==> src/rtl/acc_dma_loader_pkg.sv <==
// Shared types and default geometry for the matmul accelerator DMA loader.
// The operand and result blocks must each be a whole number of 32-bit bus words.
package acc_dma_loader_pkg;

  localparam logic [31:0] ACC_ADDR_WRITE   = 32'h0110_0000;
  localparam logic [31:0] ACC_ADDR_READ    = 32'h0130_0000;
  localparam int unsigned ACC_R            = 8;
  localparam int unsigned ACC_S            = 4;
  localparam int unsigned ACC_INPUT_WIDTH  = 8;
  localparam int unsigned ACC_RESULT_WIDTH = 8;
  localparam int unsigned ACC_TIMEOUT      = 64;

  // The operand block is vector A (R elements) followed by matrix B (R*S elements), packed.
  function automatic int unsigned ld_bits(input int unsigned r, input int unsigned s,
                                          input int unsigned w);
    return w * (r + r * s);
  endfunction

  function automatic int unsigned st_bits(input int unsigned s, input int unsigned w);
    return w * s;
  endfunction

  localparam int unsigned LD_WORDS = ld_bits(ACC_R, ACC_S, ACC_INPUT_WIDTH) / 32;
  localparam int unsigned ST_WORDS = st_bits(ACC_S, ACC_RESULT_WIDTH) / 32;

  typedef enum logic [2:0] {
    S_IDLE,
    S_LD_RD,
    S_LD_WR,
    S_ST_RD,
    S_ST_WR,
    S_FIN,
    S_ERR
  } state_e;

endpackage

==> src/rtl/acc_dma_loader_mem_initiator_port.sv <==
// Performs one bus access at a time: holds the request until the responder acknowledges,
// forces a one-cycle idle gap afterwards and gives up after TIMEOUT unanswered cycles.
module acc_dma_loader_mem_initiator_port #(
  parameter int unsigned TIMEOUT = 64
) (
  input  logic        clk_i,
  input  logic        resetn_i,
  input  logic        req_i,
  input  logic        we_i,
  input  logic [31:0] addr_i,
  input  logic [31:0] wdata_i,
  output logic        ack_o,
  output logic        fault_o,
  output logic [31:0] rdata_o,
  output logic        mem_valid_o,
  input  logic        mem_ready_i,
  output logic [31:0] mem_addr_o,
  output logic [31:0] mem_wdata_o,
  output logic [3:0]  mem_wstrb_o,
  input  logic [31:0] mem_rdata_i
);

  localparam int unsigned CW = $clog2(TIMEOUT + 1);
  localparam logic [CW-1:0] WAIT_LAST = CW'(TIMEOUT - 1);

  logic          valid_q;
  logic [CW-1:0] wait_q;
  logic [31:0]   addr_q;
  logic [31:0]   wdata_q;
  logic [3:0]    wstrb_q;
  logic [31:0]   rdata_q;

  assign ack_o       = valid_q & mem_ready_i;
  assign fault_o     = valid_q & ~mem_ready_i & (wait_q == WAIT_LAST);
  assign rdata_o     = rdata_q;
  assign mem_valid_o = valid_q;
  assign mem_addr_o  = addr_q;
  assign mem_wdata_o = wdata_q;
  assign mem_wstrb_o = wstrb_q;

  // A new request is only launched while valid is low, which guarantees the idle gap
  // that keeps a lingering ready from acknowledging the following access.
  always_ff @(posedge clk_i or negedge resetn_i) begin
    if (!resetn_i) begin
      valid_q <= 1'b0;
      wait_q  <= '0;
      addr_q  <= '0;
      wdata_q <= '0;
      wstrb_q <= '0;
      rdata_q <= '0;
    end else if (valid_q) begin
      if (mem_ready_i) begin
        valid_q <= 1'b0;
        rdata_q <= mem_rdata_i;
      end else if (wait_q == WAIT_LAST) begin
        valid_q <= 1'b0;
      end else begin
        wait_q <= wait_q + 1'b1;
      end
    end else if (req_i) begin
      valid_q <= 1'b1;
      wait_q  <= '0;
      addr_q  <= addr_i;
      wdata_q <= we_i ? wdata_i : 32'h0;
      wstrb_q <= we_i ? 4'hF : 4'h0;
    end
  end

endmodule

==> src/rtl/acc_dma_loader.sv <==
// Bus master that copies the packed operand block from RAM into the accelerator and then
// copies the result vector back to RAM, word by word through one access port.
module acc_dma_loader
  import acc_dma_loader_pkg::*;
#(
  parameter logic [31:0] ADDR_WRITE   = ACC_ADDR_WRITE,
  parameter logic [31:0] ADDR_READ    = ACC_ADDR_READ,
  parameter int unsigned R            = ACC_R,
  parameter int unsigned S            = ACC_S,
  parameter int unsigned INPUT_WIDTH  = ACC_INPUT_WIDTH,
  parameter int unsigned RESULT_WIDTH = ACC_RESULT_WIDTH,
  parameter int unsigned TIMEOUT      = ACC_TIMEOUT
) (
  input  logic        clk_i,
  input  logic        resetn_i,
  input  logic        start_i,
  input  logic [31:0] src_addr_i,
  input  logic [31:0] dst_addr_i,
  output logic        busy_o,
  output logic        done_o,
  output logic        error_o,
  output logic        mem_valid_o,
  input  logic        mem_ready_i,
  output logic [31:0] mem_addr_o,
  output logic [31:0] mem_wdata_o,
  output logic [3:0]  mem_wstrb_o,
  input  logic [31:0] mem_rdata_i
);

  localparam int unsigned LD_BITS    = ld_bits(R, S, INPUT_WIDTH);
  localparam int unsigned ST_BITS    = st_bits(S, RESULT_WIDTH);
  localparam int unsigned N_LD_WORDS = LD_BITS / 32;
  localparam int unsigned N_ST_WORDS = ST_BITS / 32;
  localparam logic [15:0] LD_LAST    = 16'(N_LD_WORDS - 1);
  localparam logic [15:0] ST_LAST    = 16'(N_ST_WORDS - 1);

  if ((LD_BITS % 32 != 0) || (ST_BITS % 32 != 0) || (N_LD_WORDS == 0) || (N_ST_WORDS == 0))
  begin : g_geometry_check
    $error("acc_dma_loader: operand and result blocks must be whole 32-bit words");
  end

  state_e      state_q;
  logic [15:0] idx_q;
  logic [31:0] src_q;
  logic [31:0] dst_q;
  logic        busy_q;
  logic        done_q;
  logic        error_q;

  logic [31:0] offset;
  logic [31:0] port_addr;
  logic [31:0] port_rdata;
  logic        port_req;
  logic        port_we;
  logic        port_ack;
  logic        port_fault;

  assign offset  = {14'd0, idx_q, 2'b00};
  assign busy_o  = busy_q;
  assign done_o  = done_q;
  assign error_o = error_q;

  // Each access state names the address of its word; the write data is always the word
  // just read, held in the port's read latch.
  always_comb begin
    port_req  = 1'b1;
    port_we   = 1'b0;
    port_addr = 32'h0;
    case (state_q)
      S_LD_RD: port_addr = src_q + offset;
      S_LD_WR: begin
        port_addr = ADDR_WRITE + offset;
        port_we   = 1'b1;
      end
      S_ST_RD: port_addr = ADDR_READ + offset;
      S_ST_WR: begin
        port_addr = dst_q + offset;
        port_we   = 1'b1;
      end
      default: port_req = 1'b0;
    endcase
  end

  always_ff @(posedge clk_i or negedge resetn_i) begin
    if (!resetn_i) begin
      state_q <= S_IDLE;
      idx_q   <= '0;
      src_q   <= '0;
      dst_q   <= '0;
      busy_q  <= 1'b0;
      done_q  <= 1'b0;
      error_q <= 1'b0;
    end else begin
      done_q  <= 1'b0;
      error_q <= 1'b0;
      case (state_q)
        S_IDLE: begin
          if (start_i) begin
            if (src_addr_i[1:0] != 2'b00 || dst_addr_i[1:0] != 2'b00) begin
              error_q <= 1'b1;
            end else begin
              src_q   <= src_addr_i;
              dst_q   <= dst_addr_i;
              idx_q   <= '0;
              busy_q  <= 1'b1;
              state_q <= S_LD_RD;
            end
          end
        end
        S_LD_RD, S_LD_WR, S_ST_RD, S_ST_WR: begin
          if (port_fault) begin
            state_q <= S_ERR;
            busy_q  <= 1'b0;
            error_q <= 1'b1;
          end else if (port_ack) begin
            case (state_q)
              S_LD_RD: state_q <= S_LD_WR;
              S_LD_WR: begin
                if (idx_q == LD_LAST) begin
                  idx_q   <= '0;
                  state_q <= S_ST_RD;
                end else begin
                  idx_q   <= idx_q + 16'd1;
                  state_q <= S_LD_RD;
                end
              end
              S_ST_RD: state_q <= S_ST_WR;
              default: begin
                if (idx_q == ST_LAST) begin
                  state_q <= S_FIN;
                  busy_q  <= 1'b0;
                  done_q  <= 1'b1;
                end else begin
                  idx_q   <= idx_q + 16'd1;
                  state_q <= S_ST_RD;
                end
              end
            endcase
          end
        end
        default: state_q <= S_IDLE;
      endcase
    end
  end

  acc_dma_loader_mem_initiator_port #(
    .TIMEOUT(TIMEOUT)
  ) u_port (
    .clk_i      (clk_i),
    .resetn_i   (resetn_i),
    .req_i      (port_req),
    .we_i       (port_we),
    .addr_i     (port_addr),
    .wdata_i    (port_rdata),
    .ack_o      (port_ack),
    .fault_o    (port_fault),
    .rdata_o    (port_rdata),
    .mem_valid_o(mem_valid_o),
    .mem_ready_i(mem_ready_i),
    .mem_addr_o (mem_addr_o),
    .mem_wdata_o(mem_wdata_o),
    .mem_wstrb_o(mem_wstrb_o),
    .mem_rdata_i(mem_rdata_i)
  );

endmodule
==> config.mk <==
export PLATFORM = sky130hd
export DESIGN_NAME = acc_dma_loader
export DESIGN_NICKNAME = d
export VERILOG_FILES = /design/src/rtl/acc_dma_loader_pkg.sv /design/src/rtl/acc_dma_loader_mem_initiator_port.sv /design/src/rtl/acc_dma_loader.sv
export SDC_FILE = /design/constraint.sdc
export NUM_CORES = 1
export LEC_CHECK = 0
export BUFFER_PORTS_ARGS = -buffer_cell sky130_fd_sc_hd__buf_2
export CAP_MARGIN = 20
export CORE_MARGIN = 4
export CORE_UTILIZATION = 50
export CTS_BUF_LIST = sky130_fd_sc_hd__clkbuf_4 sky130_fd_sc_hd__clkbuf_8
export DETAILED_ROUTE_END_ITERATION = 10
export GPL_TIMING_DRIVEN = 0
export PLACE_DENSITY_LB_ADDON = 0.25
export SLEW_MARGIN = 20
export SYNTH_ARGS = -nofsm -noshare
export SYNTH_HDL_FRONTEND = slang
export SYNTH_SLANG_ARGS = --single-unit
export TNS_END_PERCENT = 5
==> constraint.sdc <==
create_clock -name clk_i -period 5.56 [get_ports clk_i]
set_input_delay 1.112 -clock clk_i [delete_from_list [all_inputs] [get_ports clk_i]]
set_output_delay 1.112 -clock clk_i [all_outputs]
set_load 0.01 [all_outputs]
==> impl_metrics.csv <==
group,metric,value,unit
power,p_leak,5.293,nW
timing,max_freq,201.6,MHz
routing,dr.pass1.iters,5,
yosys,syn_nets,940,
setup_path,end_kind,"flip-flop",
yosys,synth_flop_cell,"dfrtp_1",
grt,grt_pass1_vias,6851,
clocking,tritoncts,"built",
routing,ant_nets,0,
routing,drc,0,
setup_path,critical_path_buf_inv_count,5,
min_path,worstHoldStart,"u_port.mem_addr_o[26]$_DFFE_PN0P_",
timing,rsz0062_at_grt,"false",
routing,via_per_inst,5.627,
clocking,htreeDepth,4,
clocking,cts_setup_buffers,0,
timing,finalSetupViolations,0,
power,p_int,3.222,mW
setup_path,r2r_end,"u_port.mem_addr_o[22]$_DFFE_PN0P_",
yosys,synth.avg_cell_area,11.07,sq um
finish,drive_gt1_share,30.95,%
clocking,numCtsBuffers,17,
die,die-area,0.02033,sq mm
grt,grt_max_degree,100,
setup_path,crit_path_cell_trace,"buf_2 -> or2_1 -> clkbuf_1 -> nor2_2 -> clkbuf_2 -> clkbuf_1 -> nand2_1 -> nand2_1 -> ha_1 -> inv_1 -> fa_1 -> nor2b_1 -> o31a_1 -> o21ai_0 -> a31oi_1 -> o21ai_0 -> nor3_1 -> xor2_1 -> o21ai_0",
setup_path,crit_family,"buffers and inverters",
finish,area_growth,17.60,%
routing,route.met3.wl,1.348,mm
yosys,async_reset_ff_share,100.0,%
routing,wl_met1,9.857,mm
setup_path,crit_path_top_delay_cell,"clkbuf_1",
power,combPwrFrac,41.0,%
die,num_io_pins,172,
job,cap_violations,0,
die,rows,48,
timing,hold_viol_final,0,
grt,grt_pass1_wl,35.74,mm
yosys,yosysWarnings,0,
power,p_switching,2.134,mW
power,ir_worst_vdd,0.0002803,V
yosys,synth_area,0.009057,sq mm
clocking,clock_sinks,191,
clocking,clkTransAtPathRegs,110,ps
setup_path,crit_type,"reg2reg",
placed_design,dp_hpwl,16.47,mm
power,p_clk_share,17.4,%
finish,final_nets,1130,
setup_path,crit_top_cell,"o21ai_0",
timing,fin_crit,4960,ps
die,start_util,51.65,%
grt,antenna_found_initial,2,
clocking,clk_latency,470,ps
timing,finalSetupTns,0,ps
setup_path,cp_max_fo,10,
min_path,min_path_type,"reg2reg",
min_path,holdPathStages,2,
setup_path,reg2reg_slack,600,ps
die,core-area,0.01754,sq mm
power,p_per_area,502.8,mW/mm^2
min_path,hold-path-endpoint,"u_port.mem_addr_o[26]$_DFFE_PN0P_",
clocking,clockRootBuffer,"clkbuf_8",
yosys,synth_edf_count,0,
setup_path,worstPathRequired,5900,ps
setup_path,worstRegToRegCells,19,
clocking,cts_buffer_depth,2,
timing,finClkSkew,16.92,ps
routing,wl,22.16,mm
power,pwr-share-seq,41.6,%
routing,wl_met2,10.57,mm
die,chipWidth,142.6,microns
yosys,ys_seq_area_share,52.77,%
grt,grt.overflow.total,0,
setup_path,r2r_start,"state_q[1]$_DFFE_PN0P_",
grt,grt_usage,22.25,%
timing,relSlewSlack,25.24,%
placed_design,gp_congestion,0.8788,
timing,finalCritPeriodShare,89.20,%
timing,worst_pin_slew,1113,ps
setup_path,cpPeakStageDelay,510,ps
yosys,ys_types,58,
routing,top_layer,"met5",
power,p_sw_share,39.85,%
yosys,ys_seq_elements,191,
clocking,postCtsHoldBufs,0,
yosys,postSynthCellCount,818,
placed_design,io_buffers,171,
die,die_h,142.6,microns
status,status,"finished clean",
setup_path,cp_data_arrival_time,5300,ps
power,p_total,5.355,mW
setup_path,startpoint_type,"flip-flop",
timing,slew_viol_final,0,
routing,routedWlPerCell,17.77,microns
routing,drt-initial-drc-count,715,
routing,num_vias,7017,
==> layer usage <==
layer / GRT usage (%) / vias up
met3: 5.242 / 30
met5: 0 / -
met4: 5.403 / 2
li1: - / 3307
met1: 31.04 / 3481
met2: 35.56 / 197
==> cells in the mapped netlist (4+ instances only) <==
master,count,area [sq um]
a211oi_1,7,52.55
a21o_1,5,37.54
a21oi_1,17,85.08
a221o_1,4,40.04
a221oi_1,4,35.03
a22o_1,32,280.3
a22oi_1,12,90.09
and2_1,5,31.28
and3_1,10,62.56
buf_1,5,18.77
clkbuf_1,31,116.4
dfrtp_1,191,4780
ha_1,21,262.8
inv_1,13,48.80
mux2_2,93,1047
mux2i_1,14,140.1
nand2_1,99,371.6
nand2b_1,4,25.02
nand3_1,10,50.05
nand4_1,6,37.54
nor2_1,54,202.7
nor2b_1,5,31.28
nor3_1,15,75.07
nor4_1,5,31.28
o21a_1,7,52.55
o21ai_0,63,315.3
o31ai_1,8,60.06
or3_1,5,31.28
xnor2_1,11,96.34
xor2_1,19,166.4
==> worst max-delay path by stage <==
| stage | endpoint | depth (start not counted) | start |
|---|---|---|---|
| 3_3_place_gp | u_port.mem_addr_o[22]$_DFFE_PN0P_ | 18 | state_q[2]$_DFFE_PN0P_ |
| 4_1_cts | u_port.mem_addr_o[22]$_DFFE_PN0P_ | 18 | state_q[2]$_DFFE_PN0P_ |
| 2_1_floorplan | u_port.mem_addr_o[22]$_DFFE_PN0P_ | 18 | state_q[2]$_DFFE_PN0P_ |
| 6_report | u_port.mem_addr_o[22]$_DFFE_PN0P_ | 19 | state_q[1]$_DFFE_PN0P_ |
| 3_5_place_dp | u_port.mem_addr_o[22]$_DFFE_PN0P_ | 18 | state_q[2]$_DFFE_PN0P_ |
| 5_1_grt | u_port.mem_addr_o[22]$_DFFE_PN0P_ | 19 | state_q[1]$_DFFE_PN0P_ |
==> logic make-up (layout without fill, tap and decap cells) <==
| logic type | Yosys count | in the layout | synth area share, % |
|---|---|---|---|
| other | 0 | 1 | 0 |
| DFF | 191 | 191 | 52.77 |
| and+or+nand+nor | 225 | 225 | 11.08 |
| adders and majority gates | 22 | 22 | 3.122 |
| muxes | 108 | 108 | 13.28 |
| AOI/OAI and AO/OA | 186 | 186 | 14.21 |
| buffers and inverters | 56 | 259 | 2.638 |
| xor gates and xnor gates | 30 | 30 | 2.901 |
==> placed cells by master (no fill, tap or decap), drive strengths merged, types with 5 or more instances in the layout <==
cell type | synthesis | final
dfrtp | 191 | 191
buf | 12 | 183
nand2 | 99 | 99
mux2 | 94 | 94
o21ai | 65 | 65
nor2 | 55 | 55
clkbuf | 31 | 48
a22o | 32 | 32
ha | 21 | 21
inv | 13 | 21
xor2 | 19 | 19
a21oi | 17 | 17
nor3 | 16 | 16
mux2i | 14 | 14
a22oi | 12 | 12
xnor2 | 11 | 11
and3 | 10 | 10
nand3 | 10 | 10
o31ai | 8 | 8
a211oi | 8 | 8
o21a | 7 | 7
nand4 | 6 | 6
or3 | 5 | 5
nor4 | 5 | 5
nor2b | 5 | 5
a21o | 5 | 5
and2 | 5 | 5
clkinv | 0 | 5
==> power groups by stage <==
| stage | sequential [mW] | clock (mW) | combinational, mW |
|---|---|---|---|
| floorplan | 2.28 | 0 | 1.41 |
| global placement | 2.24 | 0 | 2.15 |
| detailed placement | 2.25 | 0 | 2.22 |
| finish | 2.23 | 0.932 | 2.19 |
| CTS | 2.23 | 0.952 | 2.22 |
| global route | 2.30 | 1.01 | 2.43 |
==> registers in the layout, summed over array words and instances, names as in the netlist <==
register            cells
u_port.mem_valid_o      1
state_q                 3
src_q                  32
idx_q                  16
u_port.rdata_o         32
u_port.mem_wstrb_o      1
error_o                 1
dst_q                  32
done_o                  1
u_port.mem_wdata_o     32
u_port.mem_addr_o      32
u_port.wait_q           7
busy_o                  1
==> tightest hold or removal path: stages, from the launching register on <==
cell and delay (ps):
dfrtp_1 360, nand2_1 40, o21ai_0 60
==> stage by stage <==
step	setup WS, ps	hold WS, ps	util (%)	instances	instance area (sq um)
final	600.4	489.3	60.74	1247	10650
after global routing	187.1	501.7	60.74	1247	10650
after CTS	198.9	493.1	60.74	1247	10650
after detailed placement	61.03	470.2	58.35	1215	10230
after global placement	90.37	459.9	58.13	1214	10190
after floorplan	1651	453.6	-	818	9057
==> layout make-up <==
class | instances | area (sq um)
plain buffers | 42 | 188.9
inverters | 13 | 48.80
repair buffers | 172 | 893.4
clock buffers | 17 | 234.0
flip-flops and latches | 191 | 4780
diodes | 1 | 2.502
multi-input cells | 571 | 4039
fillers | 1495 | 6885
well taps | 225 | 281.5
clock inverters | 15 | 183.9
==> repair_timing <==
| item | 4_1_cts | 5_1_grt |
|---|---|---|
| pin swaps | 0 | 0 |
| hold endpoints to repair | 0 | 0 |
| setup endpoints to repair | 1 | 3 |
| gates resized for setup | 1 | 2 |
No activity file was read; power rests on OpenSTA's default activity.
